**src/rtl/hazard_ctrl_if.sv**
```systemverilog
// Pipeline-to-hazard-unit bundle: ID/EX operand info in, forwarding selects and
// pipeline control out. wb_dest/wb_rw expose the MEM->WB shadow for observation.
interface hazard_ctrl_if;
  logic       id_valid;
  logic [4:0] id_rs;
  logic [4:0] id_rt;
  logic       id_branch_taken;
  logic [4:0] ex_dest;
  logic       ex_reg_write;
  logic       ex_mem_read;
  logic       ex_muldiv;
  logic [2:0] fwdA;
  logic [2:0] fwdB;
  logic       stall;
  logic       flush;
  logic       md_busy;
  logic [4:0] wb_dest;
  logic       wb_rw;

  modport master (
    output id_valid, id_rs, id_rt, id_branch_taken,
    output ex_dest, ex_reg_write, ex_mem_read, ex_muldiv,
    input  fwdA, fwdB, stall, flush, md_busy, wb_dest, wb_rw
  );

  modport slave (
    input  id_valid, id_rs, id_rt, id_branch_taken,
    input  ex_dest, ex_reg_write, ex_mem_read, ex_muldiv,
    output fwdA, fwdB, stall, flush, md_busy, wb_dest, wb_rw
  );
endinterface

```
**src/rtl/hazard_ctrl.sv**
```systemverilog
// Hazard detection and forwarding control for a 5-stage pipeline.
// Define HAZARD_MULDIV_EN to enable the 4-cycle multi-cycle mul/div stall (MD_BUSY).
module hazard_ctrl (
  input  logic         clk,
  input  logic         rst,
  hazard_ctrl_if.slave hif
);

  localparam logic [1:0] ST_RUN      = 2'b00;
  localparam logic [1:0] ST_LD_STALL = 2'b01;
`ifdef HAZARD_MULDIV_EN
  localparam logic [1:0] ST_MD_BUSY  = 2'b10;
`endif

  localparam logic [2:0] FWD_ID_EX  = 3'b001;
  localparam logic [2:0] FWD_EX_MEM = 3'b010;
  localparam logic [2:0] FWD_MEM_WB = 3'b100;

  // Newest producer wins; register 0 is never forwarded.
  function automatic logic [2:0] fwd_sel(
    input logic [4:0] src,
    input logic [4:0] ex_dest,
    input logic       ex_rw,
    input logic [4:0] mem_dest,
    input logic       mem_rw
  );
    logic [2:0] sel;
    if (ex_rw && (ex_dest != 5'd0) && (ex_dest == src)) begin
      sel = FWD_EX_MEM;
    end else if (mem_rw && (mem_dest != 5'd0) && (mem_dest == src)) begin
      sel = FWD_MEM_WB;
    end else begin
      sel = FWD_ID_EX;
    end
    return sel;
  endfunction

  logic [1:0] state_q,    state_d;
  logic [2:0] fwd_a_q,    fwd_a_d;
  logic [2:0] fwd_b_q,    fwd_b_d;
  logic [4:0] mem_dest_q, mem_dest_d;
  logic       mem_rw_q,   mem_rw_d;
  logic [4:0] wb_dest_q,  wb_dest_d;
  logic       wb_rw_q,    wb_rw_d;
  logic       md_busy_q,  md_busy_d;
`ifdef HAZARD_MULDIV_EN
  logic [1:0] md_cnt_q,   md_cnt_d;
`endif

  logic load_use_s;
  logic md_start_s;
  logic in_md_s;
  logic stall_raw_s;
  logic flush_raw_s;

  assign load_use_s = hif.id_valid && hif.ex_mem_read && (hif.ex_dest != 5'd0) &&
                      ((hif.ex_dest == hif.id_rs) || (hif.ex_dest == hif.id_rt));

`ifdef HAZARD_MULDIV_EN
  assign md_start_s = hif.ex_muldiv;
  assign in_md_s    = (state_q == ST_MD_BUSY);
`else
  logic muldiv_unused_s;
  assign muldiv_unused_s = hif.ex_muldiv;
  assign md_start_s      = 1'b0;
  assign in_md_s         = 1'b0;
`endif

  // Next-state, forwarding select and shadow pipeline computation.
  always_comb begin
    state_d     = state_q;
    stall_raw_s = 1'b0;
`ifdef HAZARD_MULDIV_EN
    md_cnt_d    = md_cnt_q;
`endif
    case (state_q)
      ST_RUN: begin
`ifdef HAZARD_MULDIV_EN
        if (md_start_s) begin
          state_d  = ST_MD_BUSY;
          md_cnt_d = 2'd3;
        end else
`endif
        if (load_use_s) begin
          state_d     = ST_LD_STALL;
          stall_raw_s = 1'b1;
        end else begin
          state_d = ST_RUN;
        end
      end
      ST_LD_STALL: begin
        state_d = ST_RUN;
      end
`ifdef HAZARD_MULDIV_EN
      ST_MD_BUSY: begin
        stall_raw_s = 1'b1;
        if (md_cnt_q == 2'd0) begin
          state_d = ST_RUN;
        end else begin
          md_cnt_d = md_cnt_q - 2'd1;
        end
      end
`endif
      default: begin
        state_d = ST_RUN;
      end
    endcase

    flush_raw_s = hif.id_valid && hif.id_branch_taken && !stall_raw_s;

    // Selects freeze while the mul/div occupies EX; bubbles carry the neutral select.
    if (in_md_s) begin
      fwd_a_d = fwd_a_q;
      fwd_b_d = fwd_b_q;
    end else if (!hif.id_valid || stall_raw_s || flush_raw_s) begin
      fwd_a_d = FWD_ID_EX;
      fwd_b_d = FWD_ID_EX;
    end else begin
      fwd_a_d = fwd_sel(hif.id_rs, hif.ex_dest, hif.ex_reg_write, mem_dest_q, mem_rw_q);
      fwd_b_d = fwd_sel(hif.id_rt, hif.ex_dest, hif.ex_reg_write, mem_dest_q, mem_rw_q);
    end

    if (in_md_s) begin
      mem_dest_d = 5'd0;
      mem_rw_d   = 1'b0;
    end else begin
      mem_dest_d = hif.ex_dest;
      mem_rw_d   = hif.ex_reg_write;
    end
    wb_dest_d = mem_dest_q;
    wb_rw_d   = mem_rw_q;

`ifdef HAZARD_MULDIV_EN
    md_busy_d = (state_d == ST_MD_BUSY);
`else
    md_busy_d = 1'b0;
`endif
  end

  // State and output registers with synchronous reset.
  always_ff @(posedge clk) begin
    if (rst) begin
      state_q    <= ST_RUN;
      fwd_a_q    <= FWD_ID_EX;
      fwd_b_q    <= FWD_ID_EX;
      mem_dest_q <= 5'd0;
      mem_rw_q   <= 1'b0;
      wb_dest_q  <= 5'd0;
      wb_rw_q    <= 1'b0;
      md_busy_q  <= 1'b0;
`ifdef HAZARD_MULDIV_EN
      md_cnt_q   <= 2'd0;
`endif
    end else begin
      state_q    <= state_d;
      fwd_a_q    <= fwd_a_d;
      fwd_b_q    <= fwd_b_d;
      mem_dest_q <= mem_dest_d;
      mem_rw_q   <= mem_rw_d;
      wb_dest_q  <= wb_dest_d;
      wb_rw_q    <= wb_rw_d;
      md_busy_q  <= md_busy_d;
`ifdef HAZARD_MULDIV_EN
      md_cnt_q   <= md_cnt_d;
`endif
    end
  end

  // Reset masks the combinational controls so an aborted stall never leaks out.
  assign hif.stall   = stall_raw_s && !rst;
  assign hif.flush   = flush_raw_s && !rst;
  assign hif.fwdA    = fwd_a_q;
  assign hif.fwdB    = fwd_b_q;
  assign hif.md_busy = md_busy_q;
  assign hif.wb_dest = wb_dest_q;
  assign hif.wb_rw   = wb_rw_q;

endmodule
```
**src/flat_wrapper.sv**
```systemverilog
// flat-port wrapper written by rule: the top's interface ports become plain ports
module hazard_ctrl_flat 
  (clk, rst, hif_id_valid, hif_id_rs, hif_id_rt, hif_id_branch_taken, hif_ex_dest, hif_ex_reg_write, hif_ex_mem_read, hif_ex_muldiv, hif_fwdA, hif_fwdB, hif_stall, hif_flush, hif_md_busy, hif_wb_dest, hif_wb_rw);
  hazard_ctrl_if hif_i ();
  input  logic clk;
  input  logic rst;
  input wire logic [$bits(hif_i.id_valid)-1:0] hif_id_valid;
  input wire logic [$bits(hif_i.id_rs)-1:0] hif_id_rs;
  input wire logic [$bits(hif_i.id_rt)-1:0] hif_id_rt;
  input wire logic [$bits(hif_i.id_branch_taken)-1:0] hif_id_branch_taken;
  input wire logic [$bits(hif_i.ex_dest)-1:0] hif_ex_dest;
  input wire logic [$bits(hif_i.ex_reg_write)-1:0] hif_ex_reg_write;
  input wire logic [$bits(hif_i.ex_mem_read)-1:0] hif_ex_mem_read;
  input wire logic [$bits(hif_i.ex_muldiv)-1:0] hif_ex_muldiv;
  output wire logic [$bits(hif_i.fwdA)-1:0] hif_fwdA;
  output wire logic [$bits(hif_i.fwdB)-1:0] hif_fwdB;
  output wire logic [$bits(hif_i.stall)-1:0] hif_stall;
  output wire logic [$bits(hif_i.flush)-1:0] hif_flush;
  output wire logic [$bits(hif_i.md_busy)-1:0] hif_md_busy;
  output wire logic [$bits(hif_i.wb_dest)-1:0] hif_wb_dest;
  output wire logic [$bits(hif_i.wb_rw)-1:0] hif_wb_rw;
  assign hif_i.id_valid = hif_id_valid;
  assign hif_i.id_rs = hif_id_rs;
  assign hif_i.id_rt = hif_id_rt;
  assign hif_i.id_branch_taken = hif_id_branch_taken;
  assign hif_i.ex_dest = hif_ex_dest;
  assign hif_i.ex_reg_write = hif_ex_reg_write;
  assign hif_i.ex_mem_read = hif_ex_mem_read;
  assign hif_i.ex_muldiv = hif_ex_muldiv;
  assign hif_fwdA = hif_i.fwdA;
  assign hif_fwdB = hif_i.fwdB;
  assign hif_stall = hif_i.stall;
  assign hif_flush = hif_i.flush;
  assign hif_md_busy = hif_i.md_busy;
  assign hif_wb_dest = hif_i.wb_dest;
  assign hif_wb_rw = hif_i.wb_rw;
  hazard_ctrl u_core (.clk(clk), .rst(rst), .hif(hif_i));
endmodule
```
**config.mk**
```make
export PLATFORM = sky130hd
export DESIGN_NAME = hazard_ctrl_flat
export DESIGN_NICKNAME = d
export VERILOG_FILES = /design/src/rtl/hazard_ctrl_if.sv /design/src/rtl/hazard_ctrl.sv /design/src/flat_wrapper.sv
export SDC_FILE = /design/constraint.sdc
export NUM_CORES = 1
export LEC_CHECK = 0
export CORE_ASPECT_RATIO = 0.9
export CORE_MARGIN = 2
export CORE_UTILIZATION = 28
export CTS_CLUSTER_DIAMETER = 200
export DETAILED_ROUTE_END_ITERATION = 12
export PLACE_DENSITY_LB_ADDON = 0.05
export SLEW_MARGIN = 20
export SYNTH_ARGS = -nofsm -noshare
export SYNTH_HDL_FRONTEND = slang
export SYNTH_SLANG_ARGS = --single-unit
export TNS_END_PERCENT = 20
```
**constraint.sdc**
```tcl
create_clock -name clk -period 1.99 [get_ports clk]
set_input_delay 0.398 -clock clk [delete_from_list [all_inputs] [get_ports clk]]
set_output_delay 0.398 -clock clk [all_outputs]
set_load 0.02 [all_outputs]
```
After elaboration in Yosys (flattened, before gate mapping) --
Cells that the tools add are included.
Operators by class: multiplexer cells 7, bitwise logic cells 1, reductions and logical operators 26, equality and inequality tests 4
Operators with widths (number):
- 5-bit == test | 4
- 1-bit logical AND | 13
- 5-bit nonzero test | 2
- 3-bit 2-to-1 mux | 2
- 3-bit OR reduction | 2
- 2-bit 2-to-1 mux | 2
- 2-bit OR reduction | 2
- 1-bit logical NOT | 3
- 1-bit logical OR | 3
- 1-bit 2-to-1 mux | 3
- 2-bit logical NOT | 1
- 1-bit NOT | 1
Word-level totals: input bits 22, logic and storage cells 47, output and inout bits 15, register bits 20

Longest topological paths before layout --
Gate-level depths: netlist (run 1).
word-level depth 9, depth in mapped cells 5, mapped depth without buffers 5

Least setup slack after synthesis (run 1) --
Ideal clock, no wire load.
path kind input to output, start point input hif_ex_dest[1], end point output hif_flush, arrival 1.901 ns, buffers on the path 0, setup slack -0.309 ns, stages on the path 4, required time 1.592 ns, cell sequence or4_4 > o21ai_2 > a21oi_1 > nor4bb_1
Between the ends: cells in the longest elaborated chain, start to end 8, elaborated cells on any way between the ends 11, those cells by class 2 x eq/ne; 2 x mux; 7 x reduce/logical
Ends and longest elaborated chain:
- start: declaration | line flat_wrapper.sv:11 | input wire logic [$bits(hif_i.ex_dest)-1:0] hif_ex_dest;
- 5-bit == test or 5-bit nonzero test (tied branches) | line hazard_ctrl.sv:57, hazard_ctrl.sv:56
- 1-bit logical OR or 1-bit logical AND (tied branches) | line hazard_ctrl.sv:57, hazard_ctrl.sv:56
- 1-bit logical AND * | line hazard_ctrl.sv:56 | assign load_use_s = hif.id_valid && hif.ex_mem_read && (hif.ex_dest != 5'd0) &&
- 1-bit 2-to-1 mux * | line hazard_ctrl.sv:84 | if (load_use_s) begin
- 1-bit 2-to-1 mux * | line hazard_ctrl.sv:76 | case (state_q)
- 1-bit logical NOT * | line hazard_ctrl.sv:109 | flush_raw_s = hif.id_valid && hif.id_branch_taken && !stall_raw_s;
- 1-bit logical AND * | line hazard_ctrl.sv:109
- 1-bit logical AND * | line hazard_ctrl.sv:171 | assign hif.flush = flush_raw_s && !rst;
- end: declaration | line flat_wrapper.sv:18 | output wire logic [$bits(hif_i.flush)-1:0] hif_flush;
Mark *: on every way between the ends. The rest lies on a longest branch, timed or not.

Worst setup path in the final report (run 1) --
start point input hif_ex_dest[3], end point output hif_flush
Same word-level chain as after synthesis.

==> summary.txt, run 1 <==
Run status
  – Status: complete, but fails checks
  – Failing checks: setup timing

Logic synthesis
  – Most frequent cell after synthesis: dfxtp_1
  – Number of synthesized flops with an enable pin: 0
  – Ys Warns: 0
  – Yosys reg bits: 19
  – Syn avg cell area: around 9.5 um^2
  – Syn_nets: 120
  – Synth area leader: dfxtp_1
  – Netlist cell types: 33
  – Asr flop ratio synth: 0%
  – Top cells by count, synth: dfxtp_1 (19), nor2b_1 (17), xnor2_1 (9), xor2_1 (7), nor2_1 (6)
  – Mapped cell area: 935 um^2
  – Primary FF master, synth: dfxtp_1
  – Synth top area share: 40.7%
  – Synth Instances: 98
  – Register area share after synthesis: ~41%
  – Dominant cells by area after synthesis: dfxtp_1 (41%), nor2b_1 (11%), xnor2_1 (8.4%)

STA
  – Worst setup margin: -0.225 ns
  – Finish-stage setup viols: 2
  – Final Hold Fails: 0
  – RSZ-0062 raised after global routing: true
  – Post-route minimum period: roughly 2.2 ns
  – FMAX: ~450 MHz
  – Period utilisation layout: 111%
  – Clock Skew: approximately 0.003 ns
  – Max-slew violation count: 0

Critical path
  – CP max stage delay: 0.56 ns
  – Cell Chain, Critical Path: buf_6 > or4_4 > o21ai_4 > a21oi_2 > buf_4 > nor4bb_4 > buf_4
  – Crit-path slowest cell: or4_4
  – Req. time, crit path: 1.59 ns
  – Most used cell, CP: buf_4
  – Setup Crit Path Kind: input port to output pin
  – Worst-path fanout max: 2
  – Data arrival, critical path: 1.82 ns
  – Crit start category: input port
  – CP endpoint kind: output pin

Worst hold path
  – HP Class: input port to flop

Cells and area
  – Area Growth Syn to Fin: 68.8%
  – Share of cells above drive strength 1: 29.1%
  – Finished Core Util: 50.7%
  – Number of diodes: 0
  – Final-stage net count: 181

Placement
  – Pre-CTS setup slack: -1.06 ns
  – RD Place Congestion: around 0.82
  – # port buffers: 34
  – Detailed placement HPWL: 1920 um

Power and ir drop
  – Cell area power density: about 550 mW/mm^2
  – Pleak: 0.655 nW
  – Tot Pwr: 0.000868 W
  – VDD IR max: ~240 uV

Drt
  – Residual DRC: 0
  – Via-to-Cell Ratio: 4.24
  – Met1 wire length: 1220 um
  – Routed WL per cell: about 12 um
  – Detailed Route WL: around 2400 um
  – Detailed-router iteration count before antenna repair: 4
  – Post-route ant nets: 0
  – Number of DRC markers in iteration 0: 6
  – Metal3 WL: between 100 and 150 um
  – Uppermost routed layer: met4
  – Vias: 848
  – Met2 routed WL: 1040 um

Clocking
  – Clock tree buffer depth: 2
  – Skew-Pair Late Insertion Delay: 0.25 ns
  – Worst-path clk slew: 0.07 ns
  – Num CTS Buffers: 3
  – CTS tree: yes
  – H-Tree Level Count: 1
  – Root Driver: clkbuf_8
  – Cts hold-fix bufs: 0
  – Clk sinks: 19

Floorplanning
  – Core Region: a little over 0.003 mm^2
  – Die area: 0.00382 mm^2
  – Die W: ~65 um
  – Initial Util: between 30% and 40%
  – FP Rows: 19
  – I/O Pins: 37
  – Die height: 58.8 um

Global routing
  – Global-route usage over all layers: 13.8%
  – Largest net degree at the start of global routing: 14
  – Vias in the first global route: 844
  – Remaining global-route overflow: 0
  – Antenna violations before repair: 0
  – First-pass GRT wire length: 4000 um

Job
  – Max Cap Viol: 0
## placed cells by master (no fill, tap or decap), types with 2 or more instances in the layout
cell,n
a21oi_2,2
buf_2,2
buf_4,25
buf_6,3
clkbuf_8,3
clkdlybuf4s50_1,20
dfxtp_1,19
dlygate4sd2_1,8
inv_1,3
nand2_1,3
nand3_1,3
nor2_1,6
nor2b_1,15
nor2b_4,3
o21ai_0,2
o21ai_1,3
or3_1,2
xnor2_1,9
xor2_1,7
## worst paths after layout
| check | from | to | slack, ns | cells after the start |
|---|---|---|---|---|
| worst max-delay path | hif_ex_dest[3] | hif_flush | -0.22 | 7 |
| worst min-delay path | hif_ex_dest[2] | u_core.mem_dest_q[2] | 0.48 | 3 |
| worst max register to register | u_core.mem_dest_q[4] | u_core.hif.fwdA[0] | 0.38 | 5 |
| worst min register to register | u_core.mem_rw_q | u_core.hif.wb_rw | 0.48 | 1 |
## cells by family after synthesis
family / synth area share (%)
other: 0.401
buffers and inverters: 2.41
AOI/OAI and AO/OA: 11.8
DFF: 40.7
xor gates and xnor gates: 15.0
and+or+nand+nor: 29.7
## power by group
group | leakage, nW | switching, W | internal, W
combinational | 0.474 | 0.0000840 | 0.000114
sequential | 0.156 | 0.00000967 | 0.000392
clock | 0.0255 | 0.000130 | 0.000139
## per-stage QoR
| step | setup TNS [ns] | hold WS (ns) | instance area [um^2] | std cells |
|---|---|---|---|---|
| finish | -0.375 | 0.476 | 1580 | 200 |
| global route | -0.537 | 0.498 | 1580 | 200 |
| CTS | -0.456 | 0.478 | 1550 | 200 |
| detailed placement | -3.33 | 0.473 | 1500 | 194 |
| global placement | -3.36 | 0.472 | 1500 | 194 |
| floorplan | -0.0219 | 0.434 | 957 | 98 |
## routing by layer
layer | vias to the layer above | GRT usage (%)
met1 | 371 | 20.1
met5 | - | 0
met4 | 0 | 5.47
met3 | 2 | 2.10
met2 | 25 | 20.5
li1 | 450 | -
## repair_timing
item | CTS | global route
setup endpoints to repair | 4 | 3
pin swaps | 6 | 6
gates resized for setup | 39 | 4
setup buffers | 2 | 0
## registers in the layout (all words and copies together) (netlist names)
| signal | cells |
|---|---|
| u_core.hif.wb_dest | 5 |
| u_core.hif.fwdB | 3 |
| u_core.mem_dest_q | 5 |
| u_core.hif.fwdA | 3 |
| u_core.state_q | 1 |
| u_core.mem_rw_q | 1 |
| u_core.hif.wb_rw | 1 |
## critical path: cells and delay by family
| kind | cells | cell delay, ns |
|---|---|---|
| simple gates | 2 | 0.80 |
| compound gates | 2 | 0.21 |
| buf+inv | 3 | 0.40 |
## area by class of cell
class                           count  area, um^2
Clock buffer                        3        41.3
Clock inverter                      1        5.00
Fill cell                         320        1540
Inverter                            3        11.3
Multi-Input combinational cell     74         586
Sequential cell                    19         380
Tap cell                           42        52.6
Timing Repair Buffer               58         502
No activity file was read; power rests on OpenSTA's default activity.
==> run 2: changes to the inputs <==
- HOLD_SLACK_MARGIN: default -> 0.1
- PLACE_DENSITY: default -> 0.66
- PLACE_DENSITY_LB_ADDON: 0.05 -> default
==> run 2 against run 1 <==
Compared with the run above:
- the run still ends with setup timing left
- via count grew 5.5%
- routed wire length grew 0.58%
- design area shrank 0.32%
- global-route usage shrank 0.36 points
- register-to-register slack is essentially flat
- worst hold slack lost 0.076 ns
- cell count grew 1.0%
- die area is the same
- critical endpoint unchanged
- largest power group unchanged
- highest routed layer unchanged
==> summary.txt, run 2 (synthesis results as in run 1) <==
Run status
  – Status: complete, but fails checks
  – Failing checks: setup timing

Cells and area
  – Share of cells above drive strength 1: roughly 29%
  – Area Growth Syn to Fin: 68.3%
  – Most frequent cells in the layout: buf_4 (27), clkdlybuf4s50_1 (20), dfxtp_1 (19), nor2b_1 (16), xnor2_1 (9)
  – Filler cells: 302
  – Finished Core Util: between 50% and 60%
  – Most common cell after layout, fill and taps aside: buf_4
  – Number of diodes: 0
  – Non-Filler Cell Area, Final: 0.00157 mm^2
  – Final-stage net count: 183

Critical path
  – Data arrival, critical path: 1.84 ns
  – CP max stage delay: 0.56 ns
  – Internal reg-to-reg setup slack: 0.39 ns
  – Worst r2r src: u_core.mem_dest_q[4]
  – Cell Chain, Critical Path: buf_6 > or4_4 > o21ai_4 > a21oi_2 > buf_4 > nor4bb_4 > buf_4
  – Setup Crit Path Kind: input port to output pin
  – Crit-path slowest cell: or4_4
  – CP endpoint kind: output pin
  – Most used cell, CP: buf_4
  – R2R cell count: 5
  – Req. time, crit path: 1.59 ns
  – Reg2reg end: u_core.hif.fwdA[0]
  – Crit start category: input port
  – Worst-path fanout max: 3

Floorplanning
  – Die area: 0.00382 mm^2
  – Core Region: 0.00311 mm^2
  – Initial Util: between 30% and 40%
  – FP Rows: 19
  – Die height: around 59 um
  – I/O Pins: 37
  – Die W: 64.9 um

Global routing
  – First-pass GRT wire length: 3820 um
  – Antenna violations before repair: 0
  – Remaining global-route overflow: 0
  – Vias in the first global route: 843
  – Largest net degree at the start of global routing: 14
  – Global-route usage over all layers: between 10% and 20%

Placement
  – RD Place Congestion: 0.867
  – Detailed placement HPWL: 2020 um
  – Post-DP Area: 0.00152 mm^2
  – # port buffers: 34

Clocking
  – Clock tree buffer depth: 2
  – CTS tree: yes
  – Clk sinks: 19
  – Worst-path clk slew: 0.07 ns
  – Root Driver: clkbuf_8
  – Skew-Pair Late Insertion Delay: ~0.26 ns
  – Cts hold-fix bufs: 0
  – H-Tree Level Count: 1
  – Num CTS Buffers: 3

Power and ir drop
  – Cell area power density: 549 mW/mm^2
  – VDD IR max: between 200 and 300 uV
  – Pleak: 0.649 nW

Worst hold path
  – Hold_sp: hif_ex_dest[4]
  – HP Class: input port to flop
  – Min-Delay Path Depth: 2
  – Worst Hold End: u_core.mem_dest_q[4]

STA
  – Post-route minimum period: 2.23 ns
  – Final Hold Fails: 0
  – RSZ-0062 raised after global routing: true
  – FMAX: 448 MHz
  – Setup TNS: -0.396 ns
  – Max-slew violation count: 0
  – Period utilisation layout: 112%
  – Worst setup margin: -0.244 ns
  – Clock Skew: 0.000800 ns
  – Hold slack: 0.400 ns
  – Finish-stage setup viols: 2

Drt
  – Detailed Route WL: 2420 um
  – Detailed-router iteration count before antenna repair: 4
  – Post-route ant nets: 0
  – Number of DRC markers in iteration 0: 9
  – Routed WL per cell: 12.0 um
  – Residual DRC: 0
  – Via-to-Cell Ratio: roughly 4.4
  – Vias: 895

Job
  – Max Cap Viol: 0
==> run 2: cell types whose count changed in the layout (fill, tap and decap cells not counted), sizes merged <==
cell,delta
buf,+2
==> run 2: metrics by stage <==
stage          worst slack [ns]  instances  power [W]
4_1_cts                  -0.287        201   0.000877
2_1_floorplan           -0.0219         98   0.000494
5_1_grt                  -0.303        202   0.000908
6_report                 -0.244        202   0.000863
3_5_place_dp              -1.10        196   0.000612
3_3_place_gp              -1.03        196   0.000607
==> run 2: worst max-delay path, delay by kind of cell <==
kind	cells	cell delay [ns]
simple gates	2	0.81
buf+inv	3	0.41
compound gates	2	0.21
==> run 2: report_power, final <==
part	total (W)	internal, W	switching [W]
Sequential	0.000402	0.000392	0.00000997
Combinational	0.000197	0.000114	0.0000831
Clock	0.000264	0.000139	0.000125
==> run 2: cell type report <==
| cell class | instances | area (um^2) | area share, % |
|---|---|---|---|
| clock buffer | 3 | 41.3 | 2.63 |
| clock inverter | 1 | 5.00 | 0.318 |
| inverter | 3 | 11.3 | 0.716 |
| multi-input combinational | 74 | 566 | 36.0 |
| sequential | 19 | 380 | 24.2 |
| tap | 42 | 52.6 | 3.34 |
| timing repair buffer | 60 | 517 | 32.9 |
==> run 2: per-layer routing <==
layer  track usage, %  wire length, um  up-vias
li1                 -                -      454
met1             15.8             1100      409
met2             23.9             1130       29
met3             4.02              172        3
met4             3.65               18        0
met5                0                0        -
==> run 2: repair_timing <==
item	in CTS	in global routing
hold endpoints to repair	0	0
buffers inserted	1	1
endpoints found under the setup margin	3	2
resized for setup	38	1
pin swaps	8	3
==> run 2: worst max-delay path by stage <==
stage,start,end,slack [ns],depth (start not counted)
final,hif_ex_dest[2],hif_flush,-0.24,7
after global routing,hif_ex_dest[2],hif_flush,-0.30,7
after CTS,hif_ex_dest[3],hif_flush,-0.29,7
after detailed placement,hif_ex_dest[1],hif_flush,-1.10,7
after global placement,hif_ex_dest[1],hif_flush,-1.03,7
after floorplan,hif_ex_dest[1],hif_flush,-0.02,4
==> patch (flow settings as in run 2) <==
Take the reset off `mem_dest_q` and load it in a clocked block of its own.
--- a/src/rtl/hazard_ctrl.sv
+++ b/src/rtl/hazard_ctrl.sv
@@ -144,5 +144,4 @@
       fwd_a_q    <= FWD_ID_EX;
       fwd_b_q    <= FWD_ID_EX;
-      mem_dest_q <= 5'd0;
       mem_rw_q   <= 1'b0;
       wb_dest_q  <= 5'd0;
@@ -156,5 +155,4 @@
       fwd_a_q    <= fwd_a_d;
       fwd_b_q    <= fwd_b_d;
-      mem_dest_q <= mem_dest_d;
       mem_rw_q   <= mem_rw_d;
       wb_dest_q  <= wb_dest_d;
@@ -165,4 +163,8 @@
 `endif
     end
+  end
+
+  always_ff @(posedge clk) begin
+    mem_dest_q <= mem_dest_d;
   end
 
Formal check against the unedited RTL: not equivalent (a bounded check fails within 4 cycles, from zero or initial values and one cycle with rst high).
==> patch against run 2 <==
- the flow still finishes with violations (negative setup slack)
- power decreased by 11%
- routed wire length decreased by 19%
- sequential share of layout area increased by 3.1 points
- final area decreased by 11%
- register-to-register slack improved by 210 ps
- area after synthesis decreased by 13%
- sequential power about the same
- count of clock-buffer cells in the layout increased by 1
- global-route usage decreased by 0.58 points
- worst setup slack improved by 220 ps
- sequential cell count unchanged
==> patch: results (changes against run 2) <==
Logic synthesis
  – Mean Syn Cell Area: 10.1 um2 (was 9.54 um2)
  – Synth cell count leaders: dfxtp_1 (19), xnor2_1 (14), nor2b_1 (7) (was dfxtp_1 (19), nor2b_1 (17), xnor2_1 (9))
  – Register area share after synthesis: 46.6% (was 40.7%)
  – Post-synthesis compound-gate area fraction: 3.06% (was 11.8%)
  – Post-Synth XOR/XNOR Area: 21.4% (was 15.0%)

Placed design
  – Gp weighted congestion: 0.767 (was 0.867)
  – Dpl hpwl: 1630 um (was 2020 um)
  – Placed inst area: 0.00132 mm2 (was 0.00152 mm2)

Global routing
  – Pin count of the biggest net entering global routing: 11 (was 14)
  – Vias in the first global route: 742 (was 843)
  – GRT Util Overall: 12.9% (was 13.4%)

Worst setup path
  – Worst R2R Setup Slack: 600 ps (was 390 ps)
  – Crit-path max FO: 4 (was 3)
  – Reg2Reg Depth: 4 (was 5)
  – Worst R2R Start: u_core.mem_dest_q[0] (was u_core.mem_dest_q[4])
  – CP arrival: 1620 ps (was 1840 ps)
  – R2r endpoint: u_core.hif.fwdB[2] (was u_core.hif.fwdA[0])

Timing
  – Final setup vio count: 2 (unchanged)
  – Worst Slack Setup Final: -28.4 ps (was -244 ps)
  – Final Skew: 0.613 ps (was 0.800 ps)
  – Total negative slack: -33.8 ps (was -396 ps)

Layout
  – Layout cells sized above 1: 31.7% (was 28.7%)
  – Non-Filler Instances: 179 (was 202)
  – Fillers: 266 (was 302)
  – NumNets Final: 162 (was 183)

Run status
  – Run status: finished, violations left (unchanged)
  – Violated checks: negative setup slack (unchanged)

Detailed routing
  – Vias per cell: 4.20 (was 4.43)
  – Pre-Repair DR Iteration Count: 2 (was 4)
  – WL per Instance: 10.9 um (was 12.0 um)

Min path
  – Min-Delay Path Depth: 1 (was 2)
  – Hold EP: u_core.mem_dest_q[3] (was u_core.mem_dest_q[4])
  – Hold_sp: hif_ex_dest[3] (was hif_ex_dest[4])

Power and ir drop
  – Clk pwr share: 24.3% (was 30.6%)
  – Sw power: 193 uW (was 218 uW)
  – Peak VDD IR: 0.193 mV (was 0.285 mV)
  – Seq. pwr: 403 uW (was 402 uW)
  – Leak Pwr: 0.000575 uW (was 0.000649 uW)

Clock tree
  – Clk_lat worst skew: 280 ps (was 260 ps)
  – Reg clk slew, reported paths: 100 ps (was 70 ps)
  – CTS root buf: clkbuf_4 (was clkbuf_8)
## patch: layout make-up
class | count | area, um2 | area share [%]
Timing Repair Buffer | 56 | 478 | 34.3
Multi-Input combinational cell | 59 | 457 | 32.7
Inverter | 1 | 3.75 | 0.269
Tap cell | 40 | 50.0 | 3.59
Sequential cell | 19 | 380 | 27.3
Clock buffer | 4 | 26.3 | 1.88
## patch: worst max-delay path: cells and delay by family
family	cells	cell delay, ps
buf+inv	2	220
simple gates	4	940
compound gates	1	60
## patch: cell families after synthesis
kind of cell	after synthesis
AO/OA/AOI/OAI	3
XOR/XNOR	20
flip-flops	19
buffers and inverters	3
AND/OR/NAND/NOR	35
other	1
## patch: worst max-delay path by stage
stage,from,end,slack [ps],depth (start not counted)
2_1_floorplan,hif_ex_dest[1],hif_flush,80,5
3_3_place_gp,hif_ex_dest[3],hif_flush,-830,7
3_5_place_dp,hif_ex_dest[3],hif_stall,-870,8
4_1_cts,hif_ex_dest[2],hif_flush,-20,7
5_1_grt,hif_ex_dest[3],hif_flush,-60,7
6_report,hif_ex_dest[3],hif_flush,-30,7
## patch: per-stage QoR
| step | utilization (%) | total power, uW | hold WS, ps |
|---|---|---|---|
| final | 50.4 | 768 | 210 |
| after global routing | 50.4 | 804 | 191 |
| after CTS | 49.7 | 770 | 250 |
| after detailed placement | 47.8 | 583 | 487 |
| after global placement | 47.8 | 580 | 488 |
| after floorplan | - | 478 | 426 |
## patch: metal layers
layer	track usage (%)	part of all wire [%]	vias to the layer above
li1	-	-	387
met1	14.9	45	344
met2	22.0	51	18
met3	2.81	2.8	2
met4	5.59	1.2	0
met5	0	0	-
## patch: timing repair
action,4_1_cts,5_1_grt
pin swaps,10,13
resized for setup,48,8
setup endpoints to repair,2,2
setup buffers,2,3
